`src/rtl/gfx_wbm_pkg.sv`:
```
// Shared constants for the 64-bit Wishbone read/write master: FSM encoding,
// classic-cycle CTI/BTE codes, bus widths and the latched request payload.
package gfx_wbm_pkg;

  localparam int unsigned WB_ADR_W   = 32;
  localparam int unsigned WB_DAT_W   = 64;
  localparam int unsigned WB_SEL_W   = 8;
  localparam int unsigned WORD_ADR_W = 29;

  localparam logic [1:0] ST_IDLE = 2'd0;
  localparam logic [1:0] ST_BUS  = 2'd1;
  localparam logic [1:0] ST_DONE = 2'd2;

  localparam logic [2:0] WB_CTI_CLASSIC = 3'b000;
  localparam logic [1:0] WB_BTE_LINEAR  = 2'b00;

  typedef struct packed {
    logic                  we;
    logic [WORD_ADR_W-1:0] adr;
    logic [WB_SEL_W-1:0]   sel;
    logic [WB_DAT_W-1:0]   dat;
  } wb_req_t;

endpackage

```
`src/rtl/gfx_wbm_timeout.sv`:
```
// Bus-cycle watchdog: cleared on load, counts enabled cycles, flags expiry
// on the TIMEOUT_CYCLES-th enabled cycle. Only built with GFX_WBM_TIMEOUT_EN.
module gfx_wbm_timeout #(
  parameter int unsigned TIMEOUT_CYCLES = 1023
) (
  input  logic clk_i,
  input  logic rst_ni,
  input  logic load_i,
  input  logic en_i,
  output logic expire_c
);

  localparam int unsigned CNT_W = $clog2(TIMEOUT_CYCLES + 1);

  logic [CNT_W-1:0] r_cnt;

  assign expire_c = en_i && (r_cnt == CNT_W'(TIMEOUT_CYCLES - 1));

  always_ff @(posedge clk_i) begin
    if (!rst_ni) begin
      r_cnt <= '0;
    end else if (load_i) begin
      r_cnt <= '0;
    end else if (en_i && !expire_c) begin
      r_cnt <= r_cnt + CNT_W'(1);
    end
  end

endmodule

```
`src/rtl/gfx_wbm_rw_master64.sv`:
```
// Single-transfer 64-bit Wishbone classic master serving one arbitrated
// read/write request at a time. Define GFX_WBM_TIMEOUT_EN to add a bus watchdog.
module gfx_wbm_rw_master64
  import gfx_wbm_pkg::*;
#(
  parameter int unsigned TIMEOUT_CYCLES = 1023
) (
  input  logic                  clk_i,
  input  logic                  rst_ni,
  input  logic                  read_request_i,
  input  logic                  write_request_i,
  input  logic [WORD_ADR_W-1:0] addr_i,
  input  logic [WB_SEL_W-1:0]   sel_i,
  input  logic [WB_DAT_W-1:0]   dat_i,
  output logic [WB_DAT_W-1:0]   dat_o,
  output logic                  ack_o,
  output logic                  err_o,
  output logic                  m_wb_cyc_o,
  output logic                  m_wb_stb_o,
  output logic                  m_wb_we_o,
  output logic [WB_ADR_W-1:0]   m_wb_adr_o,
  output logic [WB_SEL_W-1:0]   m_wb_sel_o,
  output logic [WB_DAT_W-1:0]   m_wb_dat_o,
  output logic [2:0]            m_wb_cti_o,
  output logic [1:0]            m_wb_bte_o,
  input  logic [WB_DAT_W-1:0]   m_wb_dat_i,
  input  logic                  m_wb_ack_i,
  input  logic                  m_wb_err_i
);

  logic [1:0]          r_state, w_state_nxt;
  wb_req_t             r_req, w_req_nxt;
  logic                r_cyc, w_cyc_nxt;
  logic                r_ack, w_ack_nxt;
  logic                r_err, w_err_nxt;
  logic [WB_DAT_W-1:0] r_dat, w_dat_nxt;
  logic                w_tmo;

`ifdef GFX_WBM_TIMEOUT_EN
  logic w_load;
  logic w_cnt_en;

  assign w_load   = (r_state == ST_IDLE) && (read_request_i || write_request_i);
  assign w_cnt_en = (r_state == ST_BUS) && r_cyc;

  gfx_wbm_timeout #(
    .TIMEOUT_CYCLES(TIMEOUT_CYCLES)
  ) u_timeout (
    .clk_i   (clk_i),
    .rst_ni  (rst_ni),
    .load_i  (w_load),
    .en_i    (w_cnt_en),
    .expire_c(w_tmo)
  );
`else
  // No watchdog: the bus waits for the slave indefinitely.
  assign w_tmo = (TIMEOUT_CYCLES == 32'd0) && 1'b0;
`endif

  // Next-state and registered-output logic.
  always_comb begin
    w_state_nxt = r_state;
    w_req_nxt   = r_req;
    w_cyc_nxt   = r_cyc;
    w_ack_nxt   = 1'b0;
    w_err_nxt   = 1'b0;
    w_dat_nxt   = r_dat;
    case (r_state)
      ST_IDLE: begin
        if (read_request_i || write_request_i) begin
          w_req_nxt.we  = write_request_i;
          w_req_nxt.adr = addr_i;
          w_req_nxt.sel = sel_i;
          w_req_nxt.dat = dat_i;
          w_cyc_nxt     = 1'b1;
          w_state_nxt   = ST_BUS;
        end
      end
      ST_BUS: begin
        // ack_o cycle stays in BUS with the bus released, so the next cycle starts no earlier than k+4
        if (r_ack) begin
          w_state_nxt = ST_DONE;
        end else if (m_wb_err_i || w_tmo) begin
          w_cyc_nxt = 1'b0;
          w_ack_nxt = 1'b1;
          w_err_nxt = 1'b1;
          w_dat_nxt = '0;
        end else if (m_wb_ack_i) begin
          w_cyc_nxt = 1'b0;
          w_ack_nxt = 1'b1;
          if (!r_req.we) begin
            w_dat_nxt = m_wb_dat_i;
          end
        end
      end
      ST_DONE: begin
        w_state_nxt = ST_IDLE;
      end
      default: begin
        w_state_nxt = ST_IDLE;
        w_cyc_nxt   = 1'b0;
      end
    endcase
  end

  always_ff @(posedge clk_i) begin
    if (!rst_ni) begin
      r_state <= ST_IDLE;
      r_req   <= '0;
      r_cyc   <= 1'b0;
      r_ack   <= 1'b0;
      r_err   <= 1'b0;
      r_dat   <= '0;
    end else begin
      r_state <= w_state_nxt;
      r_req   <= w_req_nxt;
      r_cyc   <= w_cyc_nxt;
      r_ack   <= w_ack_nxt;
      r_err   <= w_err_nxt;
      r_dat   <= w_dat_nxt;
    end
  end

  assign dat_o      = r_dat;
  assign ack_o      = r_ack;
  assign err_o      = r_err;
  assign m_wb_cyc_o = r_cyc;
  assign m_wb_stb_o = r_cyc;
  assign m_wb_we_o  = r_req.we;
  assign m_wb_adr_o = {r_req.adr, 3'b000};
  assign m_wb_sel_o = r_req.sel;
  assign m_wb_dat_o = r_req.dat;
  assign m_wb_cti_o = WB_CTI_CLASSIC;
  assign m_wb_bte_o = WB_BTE_LINEAR;

endmodule
```
`config.mk`:
```
export PLATFORM = sky130hd
export DESIGN_NAME = gfx_wbm_rw_master64
export DESIGN_NICKNAME = d
export VERILOG_FILES = /design/src/rtl/gfx_wbm_pkg.sv /design/src/rtl/gfx_wbm_timeout.sv /design/src/rtl/gfx_wbm_rw_master64.sv
export SDC_FILE = /design/constraint.sdc
export NUM_CORES = 1
export LEC_CHECK = 0
export BUFFER_PORTS_ARGS = -buffer_cell sky130_fd_sc_hd__buf_2
export CORE_AREA = 2 2 136 138
export CTS_CLUSTER_DIAMETER = 120
export DETAILED_ROUTE_END_ITERATION = 10
export DIE_AREA = 0 0 138 140
export PLACE_DENSITY = 0.71
export SETUP_SLACK_MARGIN = 0.4
export SLEW_MARGIN = 20
export SYNTH_ARGS = -nofsm -noshare
export SYNTH_HDL_FRONTEND = slang
export SYNTH_HIERARCHICAL = 1
export SYNTH_SLANG_ARGS = --single-unit
```
`constraint.sdc`:
```
create_clock -name clk_i -period 1.5 [get_ports clk_i]
set_input_delay 0.375 -clock clk_i [delete_from_list [all_inputs] [get_ports clk_i]]
set_output_delay 0.375 -clock clk_i [all_outputs]
set_load 0.01 [all_outputs]
```
==> results of run 1 <==
what timing repair did:
item                       CTS  global route
resized for setup          393           122
setup endpoints to repair  338           338
cloned                      13            16
setup buffers               14            32
pin swaps                    3            40
synth_stat cells (2+ instances only):
cell type,n
o21ai_0,102
a21boi_0,83
nor2_1,4
a21boi_1,20
buf_4,9
buf_6,7
inv_1,2
nand3b_1,59
dfxtp_1,171
nand3_1,101
buf_2,18
nor2b_1,3
clkbuf_1,49
mux2i_1,64
clkbuf_2,8
nand2_1,74
worst paths after layout:
kind         slack [ns]  depth (start not counted)             end            from
max                0.04                          6  m_wb_dat_o[58]      r_state[0]
min                0.18                          3   m_wb_dat_o[9]        dat_i[9]
max reg2reg        0.04                          6  m_wb_dat_o[58]      r_state[0]
min reg2reg        0.46                          2  m_wb_dat_o[25]  m_wb_dat_o[25]
registers in the layout (all words and copies together) (netlist names):
| register | flops |
|---|---|
| err_o | 1 |
| m_wb_adr_o | 29 |
| ack_o | 1 |
| m_wb_cyc_o | 1 |
| dat_o | 64 |
| m_wb_we_o | 1 |
| m_wb_sel_o | 8 |
| m_wb_dat_o | 64 |
| r_state | 2 |
cell type report:
type	count	area, um^2
Timing Repair Buffer	445	4330
Tap cell	229	287
Fill cell	1175	4990
Clock buffer	20	457
Sequential cell	171	3650
Antenna cell	2	5.00
Multi-Input combinational cell	527	3950
Inverter	2	7.51
Clock inverter	12	104
worst max-delay path, cell delays in order (launching register included):
cell      delay (ns)
dfxtp_4         0.35
buf_4           0.13
or2_4           0.29
buf_4           0.15
buf_6           0.13
o21ai_0         0.20
a21boi_1        0.09
through the flow:
stage / hold slack [ns] / area, um^2 / cells / power, uW / TNS (ns)
6_report: 0.184 / 12800 / 1408 / 12800 / 0
5_1_grt: 0.174 / 12800 / 1408 / 13200 / -0.0179
4_1_cts: 0.156 / 11900 / 1358 / 12200 / 0
3_5_place_dp: 0.443 / 9530 / 1299 / 7090 / -0.0434
3_3_place_gp: 0.439 / 9530 / 1299 / 7060 / 0
2_1_floorplan: 0.454 / 7780 / 791 / 6340 / 0
placed cells by master (no fill, tap or decap), types with 3 or more instances in the layout:
| master | count |
|---|---|
| a21boi_0 | 11 |
| a21boi_1 | 85 |
| a21boi_2 | 7 |
| buf_12 | 22 |
| buf_16 | 13 |
| buf_2 | 169 |
| buf_4 | 49 |
| buf_6 | 179 |
| clkbuf_16 | 28 |
| clkinv_4 | 3 |
| clkinvlp_4 | 3 |
| conb_1 | 8 |
| dfxtp_2 | 166 |
| dfxtp_4 | 5 |
| inv_6 | 5 |
| mux2i_1 | 60 |
| mux2i_2 | 4 |
| nand2_1 | 73 |
| nand3_1 | 21 |
| nand3_2 | 78 |
| nand3b_1 | 59 |
| nor2b_1 | 3 |
| o21ai_0 | 17 |
| o21ai_1 | 40 |
| o21ai_2 | 45 |
| or2_4 | 3 |
metal layers:
layer | routed length, um | GRT usage | vias up
li1 | - | - | 3518
met1 | 10600 | 0.283 | 3595
met2 | 14300 | 0.424 | 411
met3 | 2400 | 0.0773 | 83
met4 | 1130 | 0.0999 | 2
met5 | 11 | 0 | -
cell families after synthesis:
| kind of cell | Yosys count |
|---|---|
| flip-flops | 171 |
| AO/OA/AOI/OAI | 208 |
| buffers and inverters | 94 |
| multiplexers | 64 |
| AND/OR/NAND/NOR | 246 |
| other | 1 |
power by group through the flow:
stage          Clock [uW]  Combinational, uW  Sequential, uW
2_1_floorplan           0               1130            5210
3_3_place_gp            0               2000            5070
3_5_place_dp            0               2010            5070
4_1_cts              4310               2780            5090
5_1_grt              4540               3520            5160
6_report             4270               3360            5130
==> impl_results.md, run 1 <==
- Pint: 8990 uW
- Initial DRT Pass Iterations: 5
- Simple-Gate Fraction of Synth Area: 0.182
- Top cell type's share of synthesized area: 0.479
- Sw Pwr: roughly 3800 uW
- Share of cells above drive strength 1: 0.673
- CP max FO: 5
- Async SR Flop Fraction: 0
- Crit end category: register
- First-pass GRT wire length: between 30 and 40 mm
- Worst Skew: 0.0113 ns
- Cell taking the most area after synthesis: dfxtp_1
- # setup viols final: 0
- Root Buffer: clkbuf_16
- Fin crit period: ~1.5 ns
- Fmax: roughly 690 MHz
- Worst Path Arrival: 1.77 ns
- Chip height: 140 um
- Via Count: 7609
- Synth Area in Compound Gates: 0.183
- Hold Buf Count CTS: 0
- Clock Path Buffers: 2
- Largest net degree at the start of global routing: 77
- Horiz. Die Dim: around 140 um
- Worst-skew pair later-pin latency: ~0.43 ns
- Reg clk slew, reported paths: ~0.070 ns
- GRT Overall Usage: 0.245
- Clock Sinks: 171
- Cell Area, Synth: approximately 0.0071 mm^2
- Num rows: 49
- Netlist cell types: 26
- Worst EP required: about 1.8 ns
- DR WL/cell: a little over 20 um
- Area Growth Syn to Fin: 79.1%
- Initial Util: 0.402
- Hold WC Path Type: in2reg
- RSZ-0062 raised after global routing: true
- Final Max Tran Viols: 0
- Final Hold Fails: 0
- Fin util: 0.719
- Pwr dens: 999 mW/mm^2
- Sequential-to-total area share from yosys stat: 0.479
- DIE AREA: between 0.015 and 0.02 mm^2
- Clk pwr share: 0.335
- Yosys warning count: 6
- Startpoint Class: register
- Largest family of logic cells by synthesized area: compound AO/OA/AOI/OAI gates
- Multiplexer area fraction after synthesis: 0.0897
- Seq pwr share: 0.402
- CTS H-tree lvls: 4
- Net Sw Frac: 0.296
- Crit share post-route: 0.972
- DRC viols: 0
- Final WS setup: just over 0.04 ns
- Routed Antenna Nets: 0
- GR Overflow Total: 0
- Post-synth top flop: dfxtp_1
- Total Nets Final: between 1000 and 1500
- Initial antenna violation count: 3
- Largest cells by area after synthesis: dfxtp_1 (48%), mux2i_1 (9.0%), a21boi_0 (8.7%)
- Max-cap violations: 0
- Starting DRT DRC Count: 380
- Number of synthesized flops with an enable pin: 0
- Synth Area in Adders: 0
- Post-DP HPWL: about 14 mm
- Ports: 349
- Post-Syn Area per Cell: 9.11 um^2
- Syn Inst Count: 784
- #FFs+latches synth: 171
- Kind of critical path: reg2reg
- Port Buffers: 340
- Routability congestion estimate: 0.780
- Status: finished clean
- Vias per cell: 5.40
- P_leak: about 0.0054 uW
- XOR/XNOR share of the synthesized area: 0
- Worst VDD drop: between 0.8 and 0.9 mV
- Routed wire length: roughly 28 mm
- Setup WS pre-CTS: -0.0210 ns
- Combinational Power Share: 0.263
- Vias in the first global route: 7358
- Core region area: roughly 0.018 mm^2
- CTS tree: built
- CTS buffer count: 17
Power figures use the tool's default switching activity.
==> run 2: changes to the inputs <==
--- a/config.mk
+++ b/config.mk
@@ -11,6 +11,7 @@
 export DETAILED_ROUTE_END_ITERATION = 10
 export DIE_AREA = 0 0 138 140
 export PLACE_DENSITY = 0.71
+export RECOVER_POWER = 25
 export SETUP_SLACK_MARGIN = 0.4
 export SLEW_MARGIN = 20
 export SYNTH_ARGS = -nofsm -noshare
==> run 2 against run 1 <==
Against the previous run: power down 0.32%; utilization fell by 0.60 points; wire length barely moved; die area unchanged; sequential share of layout area is 0.57 points lower; clock skew about the same; sequential power hardly changed; critical endpoint unchanged; largest power group unchanged.
==> impl_results.md, run 2 (synthesis gave the netlist of run 1 again) <==
- Crit path cell chain: buf_4 -> or2_4 -> buf_4 -> buf_6 -> o21ai_0 -> a21boi_1
- Initial antenna violation count: 3
- GR Overflow Total: 0
- Status: finished clean
- Critical Path Source: r_state[0]
- R2r worst-path depth: 6
- Hold WC Path Type: in2reg
- Max-cap violations: 0
- CP max FO: 5
- Startpoint Class: register
- CTS tree: built
- Flop-to-flop setup slack: 0.04 ns
- Hold Buf Count CTS: 0
- Num rows: between 40 and 50
- Starting DRT DRC Count: 381
- Initial Util: 0.402
- Routed Antenna Nets: 0
- Vias per cell: roughly 5.4
- Post-Place Cell Area: between 0.009 and 0.01 mm^2
- Root Buffer: clkbuf_16
- Clock Path Buffers: 2
- Post-DP HPWL: ~14 mm
- CTS H-tree lvls: 4
- Clock Sinks: 171
- Total Nets Final: roughly 1300
- Setup WS pre-CTS: -0.0210 ns
- Final WS setup: about 0.044 ns
- Port Buffers: 340
- Vias in the first global route: 7358
- R2R Path End: m_wb_dat_o[58]
- Hold Path Depth: 3
- Crit share post-route: 0.971
- CP dominant cell by count: buf_4
- Ports: 349
- Finished Layout Cells: 1408
- First-pass GRT wire length: about 38 mm
- Final Cell Area: 0.0127 mm^2
- Area occupied by multi-input gates: roughly 0.004 mm^2
- Kind of critical path: reg2reg
- # setup viols final: 0
- Chip height: roughly 140 um
- DR WL/cell: around 20 um
- CTS buffer count: 17
- Largest net degree at the start of global routing: between 70 and 80
- Placed insts: between 1000 and 1500
- Setup crit end: m_wb_dat_o[58]
- Worst-skew pair later-pin latency: 0.43 ns
- Core region area: 0.0178 mm^2
- Fillers: roughly 1200
- DRC viols: 0
- DIE AREA: about 0.019 mm^2
- Fin crit period: 1.46 ns
- Initial DRT Pass Iterations: 5
- Crit end category: register
- Horiz. Die Dim: roughly 140 um
- Reg clk slew, reported paths: approximately 0.070 ns
- Final Max Tran Viols: 0
- Largest stage delay, worst path: between 0.3 and 0.4 ns
- Worst EP required: 1.81 ns
- Most used cells in the layout excluding fill and tap cells: buf_6 (179), buf_2 (169), a21boi_1 (85)
- Routability congestion estimate: 0.780
- Area Growth Syn to Fin: 77.6%
- GRT Overall Usage: 0.245
- Worst VDD drop: between 0.8 and 0.9 mV
- Fmax: between 600 and 700 MHz
- Pwr dens: 1000 mW/mm^2
- Worst Skew: between 0.01 and 0.015 ns
- Routed wire length: 28.4 mm
- Commonest non-fill, non-tap cell in the layout: buf_6
- Final Hold Fails: 0
- Slowest-stage cell, CP: dfxtp_4
- FF+latch area: roughly 0.0035 mm^2
- Worst Path Arrival: ~1.8 ns
- RSZ-0062 raised after global routing: true
- Via Count: roughly 7600
- Share of cells above drive strength 1: 0.602
- Reg-to-Reg Start: r_state[0]
- P_leak: approximately 0.0054 uW
-- run 2: through the flow --
step / TNS (ns) / hold slack, ns / total power [uW] / util
3_3_place_gp: 0 / 0.439 / 7060 / 0.536
3_5_place_dp: -0.0434 / 0.443 / 7090 / 0.536
6_report: 0 / 0.188 / 12700 / 0.713
5_1_grt: -0.0156 / 0.174 / 13200 / 0.713
2_1_floorplan: 0 / 0.454 / 6340 / -
4_1_cts: 0 / 0.156 / 12200 / 0.667
-- run 2: per-layer routing --
layer	GRT usage	up-vias	wire length [um]
met3	0.0773	80	2370
li1	-	3518	-
met4	0.0999	2	1120
met5	0	-	11
met2	0.424	409	14300
met1	0.283	3605	10600
-- run 2: what timing repair did --
item / in CTS / in global routing
buffers inserted: 14 / 32
pin swaps: 3 / 40
gates cloned: 13 / 16
gates resized for setup: 393 / 122
setup endpoints to repair: 338 / 338
-- run 2: worst min path at each step --
stage	from	end	slack [ns]
finish	dat_i[8]	m_wb_dat_o[8]	0.19
global placement	dat_o[27]	dat_o[27]	0.44
floorplan	r_state[0]	r_state[1]	0.45
global route	dat_i[8]	m_wb_dat_o[8]	0.17
detailed placement	dat_o[4]	dat_o[4]	0.44
CTS	m_wb_dat_i[52]	dat_o[52]	0.16
-- run 2: area by class of cell --
cell class | instances | area share
Antenna cell | 2 | 0.000395
Clock inverter | 12 | 0.00819
Timing Repair Buffer | 445 | 0.341
Clock buffer | 20 | 0.0360
Tap cell | 229 | 0.0226
Multi-Input combinational cell | 527 | 0.311
Sequential cell | 171 | 0.280
Inverter | 2 | 0.000592
-- run 2: critical path, delay by kind of cell, from the launching register on --
kind                   cells  cell delay (ns)
buffers and inverters      3             0.41
DFF                        1             0.35
AOI/OAI and AO/OA          2             0.29
and+or+nand+nor            1             0.29
-- run 2: where the power goes --
| group | internal (uW) | switching (uW) | total (uW) |
|---|---|---|---|
| Sequential | 4860 | 238 | 5100 |
| Clock | 2260 | 2010 | 4270 |
| Combinational | 1830 | 1520 | 3360 |
| Total | 8960 | 3770 | 12700 |
==> run 3: changes to the inputs <==
--- a/config.mk
+++ b/config.mk
@@ -10,7 +10,7 @@
 export CTS_CLUSTER_DIAMETER = 120
 export DETAILED_ROUTE_END_ITERATION = 10
 export DIE_AREA = 0 0 138 140
-export PLACE_DENSITY = 0.71
+export PLACE_DENSITY_LB_ADDON = 0.08
 export RECOVER_POWER = 25
 export SETUP_SLACK_MARGIN = 0.4
 export SLEW_MARGIN = 20
==> constraint.sdc (replaced) <==
create_clock -name clk_i -period 1.5 [get_ports clk_i]
set_input_delay 0.15 -clock clk_i [delete_from_list [all_inputs] [get_ports clk_i]]
set_output_delay 0.15 -clock clk_i [all_outputs]
set_load 0.01 [all_outputs]
==> run 3 against run 2 <==
Against the previous run: via count up 2.6%; sequential cell count unchanged; clock skew down 0.0029 ns; sequential power down 2%; first-iteration DRC count up 18%; hold slack worse by 0.18 ns; die area unchanged; critical endpoint is now m_wb_dat_o[2]; largest power group unchanged.
==> impl_results.md, run 3 (synthesis gave the netlist of run 1 again) <==
- Worst Path Arrival: 1.74 ns
- Vias per cell: 5.12
- Clk pwr share: 0.366
- Clock Sinks: between 150 and 200
- Root Buffer: clkbuf_16
- Initial Util: 0.402
- Kind of critical path: reg2reg
- CTS buffer count: 17
- # setup viols final: 0
- Crit path cell chain: buf_6 -> nor2_4 -> buf_12 -> buf_16 -> nand3_1 -> a21boi_2
- Share of cells above drive strength 1: 0.364
- Placed insts: roughly 1300
- Status: finished clean
- Combinational Power Share: 0.243
- Net Sw Frac: 0.269
- Max-cap violations: 0
- Final Cell Area: approximately 0.013 mm^2
- Area Growth Syn to Fin: 77.7%
- Finished Layout Cells: roughly 1500
- Starting DRT DRC Count: 448
- Num rows: slightly below 50
- Pint: approximately 9300 uW
- Sw Pwr: ~3400 uW
- Fmax: 724 MHz
- Commonest non-fill, non-tap cell in the layout: buf_2
- Final Hold Fails: 0
- Largest stage delay, worst path: about 0.36 ns
- Total power: roughly 13000 uW
- Post-DP HPWL: between 10 and 15 mm
- Pwr dens: a little over 1000 mW/mm^2
- DRC viols: 0
- Clock Path Buffers: 2
- Post-Place Cell Area: just over 0.009 mm^2
- Routability congestion estimate: approximately 0.79
- Worst-skew pair later-pin latency: 0.42 ns
- Setup_tns: 0 ns
- Port Buffers: 340
- Max transition margin: 0.656
- Routed wire length: between 20 and 30 mm
- Vias in the first global route: roughly 7600
- Core region area: 0.0178 mm^2
- Worst EP required: roughly 1.9 ns
- Worst Skew: 0.00811 ns
- Initial DRT Pass Iterations: 5
- Hold WC Path Type: in2reg
- CTS H-tree lvls: 4
- Seq pwr share: 0.391
- Total Nets Final: 1455
- Most used cells in the layout excluding fill and tap cells: buf_2 (253), dlygate4sd3_1 (160), dfxtp_1 (159)
- GRT Overall Usage: 0.251
- Largest delay share family, worst path: buffers and inverters
- First-pass GRT wire length: 39.4 mm
- CP max FO: 8
- Largest net degree at the start of global routing: roughly 100
- Crit share post-route: 0.921
- P_leak: ~0.0053 uW
- DIE AREA: just under 0.02 mm^2
- Final Max Tran Viols: 0
- Bufs and invs on worst path: 3
- Worst VDD drop: approximately 0.80 mV
- GR Overflow Total: 0
- CTS tree: built
- Via Count: roughly 8000
- Crit end category: register
- Initial antenna violation count: 2
- Routed Antenna Nets: 0
- DR WL/cell: 17.6 um
- Startpoint Class: register
- RSZ-0062 raised after global routing: true
- Reg clk slew, reported paths: roughly 0.070 ns
- Fin crit period: 1.38 ns
- Slowest-stage cell, CP: dfxtp_4
- Chip height: between 100 and 150 um
- Ports: around 350
- Worst-Margin Slew: about 0.52 ns
- Horiz. Die Dim: approximately 140 um
-- run 3: cell types whose count changed in the layout (fill, tap and decap cells not counted), sizes merged --
cell / change
clkinvlp: -1
clkbuf: +78
buf: -118
inv: -5
dlygate4sd3: +160
bufinv: +4
-- run 3: per-stage QoR --
stage,hold slack (ns),setup slack [ns],util
after floorplan,0.287,0.227,-
after global placement,0.401,0.179,0.509
after detailed placement,0.402,0.140,0.509
after CTS,0.000465,0.149,0.667
after global routing,0.00289,0.0542,0.714
final,0.00439,0.119,0.714
-- run 3: power by group through the flow --
| stage | combinational (uW) | sequential, uW | clock, uW |
|---|---|---|---|
| after floorplan | 1000 | 5210 | 0 |
| after global placement | 1880 | 5080 | 0 |
| after detailed placement | 1880 | 5080 | 0 |
| after CTS | 2650 | 4980 | 4770 |
| after global routing | 3300 | 5030 | 4970 |
| final | 3100 | 5000 | 4670 |
-- run 3: tightest hold or removal path, stage by stage --
cell and delay [ns]:
buf_2 0.12, nand3_2 0.06, a21boi_1 0.05
-- run 3: area by class of cell --
type / count / area, um^2
sequential: 171 / 3450
clock buffer: 20 / 457
tap: 229 / 287
multi-input combinational: 527 / 3860
timing repair buffer: 565 / 4460
inverter: 2 / 7.51
fill: 1374 / 5090
clock inverter: 10 / 166
antenna: 2 / 5.00
-- run 3: metal layers --
layer,GRT usage,wire [um]
met1,0.303,11100
met3,0.0561,1600
met4,0.108,911
met2,0.432,13200
met5,0,0
-- run 3: path summary, 6_finish.rpt --
path / start / endpoint / slack [ns] / depth (start not counted)
worst max-delay path: r_state[1] / m_wb_dat_o[2] / 0.12 / 6
worst min-delay path: dat_i[18] / m_wb_dat_o[18] / 0.004 / 3
worst max register to register: r_state[1] / m_wb_dat_o[2] / 0.12 / 6
worst min register to register: m_wb_adr_o[6] / m_wb_adr_o[6] / 0.45 / 2
-- run 3: timing repair --
item                       in CTS  in global routing
hold buffers                  159                  1
setup endpoints to repair     173                178
pin swaps                       8                125
setup buffers                  10                 11
hold endpoints to repair      159                  1
resized for setup              46                188
cloned                         14                 10
